### src/rtl/alu_arbiter.sv
// Round-robin sequencer sharing one combinational ALU between two requesters.
// Define ALU_ARB_FIXED_PRIO_EN to make req0 win every tie (req1 may starve).
module alu_arbiter #(
    parameter int WIDTH = 4,
    parameter int SEL_W = 2
) (
    input  logic             clk,
    input  logic             rst,
    input  logic             req0_valid,
    output logic             req0_ready,
    input  logic [SEL_W-1:0] req0_s,
    input  logic [WIDTH-1:0] req0_a,
    input  logic [WIDTH-1:0] req0_b,
    input  logic             req1_valid,
    output logic             req1_ready,
    input  logic [SEL_W-1:0] req1_s,
    input  logic [WIDTH-1:0] req1_a,
    input  logic [WIDTH-1:0] req1_b,
    output logic [SEL_W-1:0] alu_s,
    output logic [WIDTH-1:0] alu_a,
    output logic [WIDTH-1:0] alu_b,
    input  logic [WIDTH-1:0] alu_y,
    output logic             rsp_valid,
    input  logic             rsp_ready,
    output logic             rsp_id,
    output logic [WIDTH-1:0] rsp_y,
    output logic             busy
);

    typedef enum logic [1:0] {IDLE, ISSUE, RESP} state_t;

    state_t           state_q, state_d;
    logic             last_q, last_d;
    logic [SEL_W-1:0] s_q, s_d;
    logic [WIDTH-1:0] a_q, a_d;
    logic [WIDTH-1:0] b_q, b_d;
    logic [WIDTH-1:0] y_q, y_d;
    logic             id_q, id_d;
    logic             rsp_valid_q, rsp_valid_d;
    logic             busy_q, busy_d;
    logic             grant1;
    logic             any_valid;

    always_comb begin
        any_valid = req0_valid | req1_valid;
`ifdef ALU_ARB_FIXED_PRIO_EN
        grant1 = req1_valid & ~req0_valid;
`else
        // On a tie the requester that was not served last wins.
        grant1 = req1_valid & (~req0_valid | ~last_q);
`endif
    end

    assign req0_ready = (state_q == IDLE) & ~rst & req0_valid & ~grant1;
    assign req1_ready = (state_q == IDLE) & ~rst & grant1;

    always_comb begin
        state_d     = state_q;
        last_d      = last_q;
        s_d         = s_q;
        a_d         = a_q;
        b_d         = b_q;
        y_d         = y_q;
        id_d        = id_q;
        rsp_valid_d = rsp_valid_q;
        busy_d      = busy_q;
        case (state_q)
            IDLE: begin
                if (any_valid) begin
                    id_d    = grant1;
                    last_d  = grant1;
                    s_d     = grant1 ? req1_s : req0_s;
                    a_d     = grant1 ? req1_a : req0_a;
                    b_d     = grant1 ? req1_b : req0_b;
                    state_d = ISSUE;
                    busy_d  = 1'b1;
                end
            end
            ISSUE: begin
                y_d         = alu_y;
                state_d     = RESP;
                rsp_valid_d = 1'b1;
            end
            RESP: begin
                if (rsp_ready) begin
                    state_d     = IDLE;
                    rsp_valid_d = 1'b0;
                    busy_d      = 1'b0;
                end
            end
            default: begin
                state_d     = IDLE;
                rsp_valid_d = 1'b0;
                busy_d      = 1'b0;
            end
        endcase
    end

    always_ff @(posedge clk or posedge rst) begin
        if (rst) begin
            state_q     <= IDLE;
            last_q      <= 1'b1;
            s_q         <= '0;
            a_q         <= '0;
            b_q         <= '0;
            y_q         <= '0;
            id_q        <= 1'b0;
            rsp_valid_q <= 1'b0;
            busy_q      <= 1'b0;
        end else begin
            state_q     <= state_d;
            last_q      <= last_d;
            s_q         <= s_d;
            a_q         <= a_d;
            b_q         <= b_d;
            y_q         <= y_d;
            id_q        <= id_d;
            rsp_valid_q <= rsp_valid_d;
            busy_q      <= busy_d;
        end
    end

    assign alu_s     = s_q;
    assign alu_a     = a_q;
    assign alu_b     = b_q;
    assign rsp_valid = rsp_valid_q;
    assign rsp_id    = id_q;
    assign rsp_y     = y_q;
    assign busy      = busy_q;

endmodule

### config.mk
export PLATFORM = sky130hd
export DESIGN_NAME = alu_arbiter
export DESIGN_NICKNAME = d
export VERILOG_FILES = /design/src/rtl/alu_arbiter.sv
export SDC_FILE = /design/constraint.sdc
export NUM_CORES = 1
export LEC_CHECK = 0
export CAP_MARGIN = 20
export CORE_MARGIN = 4
export CORE_UTILIZATION = 39
export DETAILED_ROUTE_END_ITERATION = 16
export MAX_ROUTING_LAYER = met4
export PLACE_DENSITY_LB_ADDON = 0.2
export SYNTH_ARGS = -nofsm -noshare
export SYNTH_HDL_FRONTEND = slang
export SYNTH_SLANG_ARGS = --single-unit
### constraint.sdc
create_clock -name clk -period 2 [get_ports clk]
set_input_delay 0.4 -clock clk [delete_from_list [all_inputs] [get_ports clk]]
set_output_delay 0.4 -clock clk [all_outputs]
set_load 0.005 [all_outputs]
# == Word level (Yosys, flattened, before mapping) ==
# Index checks and enable logic that the tools add are counted.
# op_classes
n_eq_ne,4
n_mux,10
bitwise,13
reduce_logical,5
# op_table
operator,count
two-way mux 4 bit,2
two-way mux 2 bit,3
inverter 1 bit,6
case mux 1 bit (3 select lines),2
case mux 2 bit (3 select lines),1
AND reduction 2 bit,3
AND 1 bit,5
inequality test 2 bit (second input constant),2
AND reduction 3 bit,1
equality test 2 x 1 -> 1 bit (second input constant),1
equality test 2 bit (second input constant),1
logical NOT 2 bit,1
two-way mux 1 bit,2
OR 1 bit,2
# totals
regBits,20
in_bits,29
out_inout_bits,19
wordCells,41

# == Logic depth before layout (Yosys ltp) ==
# logic_depth
depth_word,5
ltp_mapped,4
depth_no_buf,3

# == Worst setup path before layout ==
# No wires, ideal clock.
# synth_timing
path_type,input port to output port
start,in rst
end,out req0_ready
arrival_time_ps,1174
required_time_ps,1600
slack_ps,426
stages,2
path_buffers,0
cell_sequence,inv_1 -> and4_2
# synth_via
elab_chain_len,4
# synth_rtl
element,line_no,rtl
start: declaration,8,"input logic rst,"
inverter 1 bit,54,assign req0_ready = (state_q == IDLE) & ~rst & req0_valid & ~grant1;
AND 1 bit (3 in a row),54,
end: declaration,10,"output logic req0_ready,"
# No other way between the ends.

# == Final worst setup path ==
# layout_timing
start,in req0_valid
end,out req0_ready
# layout_via
elab_chain_len,5
word_cells_on_any_way,6
classes_between,6 x bitwise
# layout_rtl
element,line_no,rtl
start: declaration,9,"input logic req0_valid,"
inverter 1 bit,50,grant1 = req1_valid & (~req0_valid | ~last_q);
OR 1 bit,50,
AND 1 bit,50,
inverter 1 bit,54,
AND 1 bit (*),54,
# Every way passes the cells marked *; elsewhere a longest branch is shown, timed or not.

==> reports/results.ini <==
[status]
status=completed

[place]
placed_area_mm2=0.00150
dp_hpwl_um=1750
dpl_worst_slack_ns=-0.265
gp_congestion=0.711
port_buffers=47
place.detailed.instances=143

[logic_synthesis]
synthMuxAreaShare_pct=33.9
post_synth_instance_area_um2=952
post_synth_inst_count=62
synth-compound-area-share_pct=7.49
dominant_combinational_cell_family_by_area_after_synthesis=multiplexers
synth_xor_area_share_pct=0
synthesis.yosys.warnings=0
synth.yosys.seq_area_share_pct=52.7
seq_cells_post_synth=20
synth_cell_types=18
simple_logic_cell_fraction_of_the_synthesized_area_pct=3.15
synth-adder-area-share_pct=0
synthesized_area_divided_by_synthesized_cell_count_um2=15.4
postSynthNetCount=91

[routing]
drt-wirelength-per-cell_um=14.8
vias_per_cell=4.94
routed_wire_length_um=2170
drt-pass1-iter-count=2
final_antenna_net_count=0
drt-initial-drc-count=5
vias=726
drc_errors=0

[global_routing]
gr-usage-all-layers_pct=14.2
grt_pass1_vias=780
maximum_number_of_pins_on_one_net_before_global_route_repair=21
globalRouteOverflowTotal=0
grt_antenna_before_repair=0
grt_first_pass_wirelength_um=3520

[cells_and_area]
finish.instance_area_mm2=0.00153
finalCoreUtilization_pct=67.3
filler_cell_count=170
flow.area_growth_from_synthesis_pct=60.8
layout.cells.most_common=sky130_fd_sc_hd__clkdlybuf4s50_1
fin_cells=147
total_nets_final=149
layout.cells.most_common_list=sky130_fd_sc_hd__clkdlybuf4s50_1 (44), sky130_fd_sc_hd__dfrtp_1 (19), sky130_fd_sc_hd__mux2_4 (14)
antennaDiodeCount=0
layout-drive-gt1-share_pct=32.8

[timing]
max_freq_mhz=511
final_critical_path_setup_slack_ns=0.0412
unrepaired_setup_endpoints_after_global_routing=no
timing_worst_slew_pin_value_ns=0.418
period_utilisation_layout_pct=97.9
finalWorstPathRequiredPeriod_ns=1.96
finalHoldViolCount=0
clock_skew_ns=0.00545
setup_violations=0
finalMaxSlewViolations=0
slew_headroom_pct=72.1

[worst_setup_path]
timing.critical_path.to_type=primary output
critical_path.slowest_cell=sky130_fd_sc_hd__clkdlybuf4s50_1
worstPathBufferInverterCount=2
critPathTopFamily=buffers and inverters
critPathLaunchType=input pin
crit_arrival_ns=1.56
worstPathCellList=clkdlybuf4s50_1 > a21bo_4 > and4_2 > dlygate4sd2_1
cp_data_required_time_ns=1.60
timing_worst_setup_path_type=in2out
critPathMaxFanout=5
slowest_delay_ns=0.44

[clocking]
ctsRootBufferMaster=sky130_fd_sc_hd__clkbuf_4
cts-buffers-inserted=3
tritoncts_clock_tree=built
cts_setup_buffers=0
clock_h_tree_levels=1
cts_hold_repair.buffers=0
clock_latency_ns=0.30
clockBufferDepth=2
path_clk_slew_ns=0.11
sinks_on_the_clock_net=20

[floorplanning]
rows=17
die-width_um=57.4
top_level_ports=48
placeableCoreArea_mm2=0.00228
initial_core_util_pct=41.8
dieArea_mm2=0.00330
fp.dieH_um=57.4

[pwr]
total_power_mw=2.00
leakage_nw=0.686
power_density_mw_per_mm2=1310
power.ir.vdd_worst_mv=0.966

[worst_hold_path]
hold_path.class=in2async

[flow_run]
drv_cap=0

stage by stage:
step                hold slack (ns)  setup TNS, ns
detailed placement            0.490         -0.489
global route                  0.501              0
global placement              0.464         -0.421
finish                        0.482              0
CTS                           0.483              0
floorplan                     0.369              0
worst reg2reg max path, cell delays in order (launching register included):
cell and delay (ns):
sky130_fd_sc_hd__dfrtp_1 0.45, sky130_fd_sc_hd__nor2_1 0.25, sky130_fd_sc_hd__o21a_1 0.29, sky130_fd_sc_hd__buf_4 0.21, sky130_fd_sc_hd__mux2_4 0.31
repair_timing:
item / in CTS / in global routing
cloned: 0 / 0
endpoints found under the setup margin: 2 / 1
resized for setup: 3 / 0
pin swaps: 0 / 1
path summary, 6_finish.rpt:
path                                 start  cells past startpoint    endpoint  slack, ns
worst max register to register  state_q[0]                      4    alu_b[2]       0.38
worst max-delay path            req0_valid                      4  req0_ready       0.04
worst min register to register        busy                      1        busy       0.52
worst min-delay path                   rst                      3    alu_a[0]       0.48
min in group clk                      busy                      1        busy       0.52
max in group asynchronous              rst                      3      last_q       1.25
layout make-up:
cell class / instances / area, um2 / share of cell area (%)
sequential: 20 / 502 / 32.8
multi-input combinational: 38 / 424 / 27.7
clock buffer: 4 / 36.3 / 2.37
tap: 28 / 35.0 / 2.29
timing repair buffer: 55 / 527 / 34.4
inverter: 2 / 7.51 / 0.490
routing by layer:
| metal | global-route usage (%) | wire length, um | vias to the layer above |
|---|---|---|---|
| li1 | - | - | 338 |
| met1 | 15.8 | 917 | 355 |
| met2 | 23.4 | 1090 | 33 |
| met3 | 6.33 | 171 | 0 |
| met4 | 2.98 | 0 | 0 |
| met5 | - | 0 | - |
synth_stat cells (all sizes together):
cell | instances | area share, %
a21oi | 1 | 0.53
nor2 | 2 | 0.79
o21a | 3 | 2.4
o21ai | 1 | 0.53
a31oi | 1 | 0.66
o32ai | 1 | 0.92
mux2 | 24 | 34
a21bo | 1 | 1.7
inv | 2 | 0.79
dfstp | 1 | 2.8
nor4 | 1 | 0.66
a21o | 1 | 0.79
and4 | 1 | 1.1
nor2b | 1 | 0.66
buf | 2 | 2.0
dfrtp | 19 | 50
sequential cells by signal, indices dropped and copies added (netlist names):
signal	cells
alu_a	4
alu_b	4
rsp_y	4
alu_s	2
state_q	2
busy	1
last_q	1
rsp_id	1
rsp_valid	1
power by group:
part           leakage (nW)  internal [mW]  switching [mW]  total, mW
Clock                0.0210          0.111           0.123      0.234
Sequential            0.234          0.620           0.132      0.752
Combinational         0.431          0.708           0.311       1.02
Total                 0.686           1.44           0.566       2.00
kinds of logic after synthesis:
group                  Yosys count
buffers and inverters            4
flip-flops                      20
multiplexers                    24
AND/OR/NAND/NOR                  5
AO/OA/AOI/OAI                    9
Power figures use the tool's default switching activity.
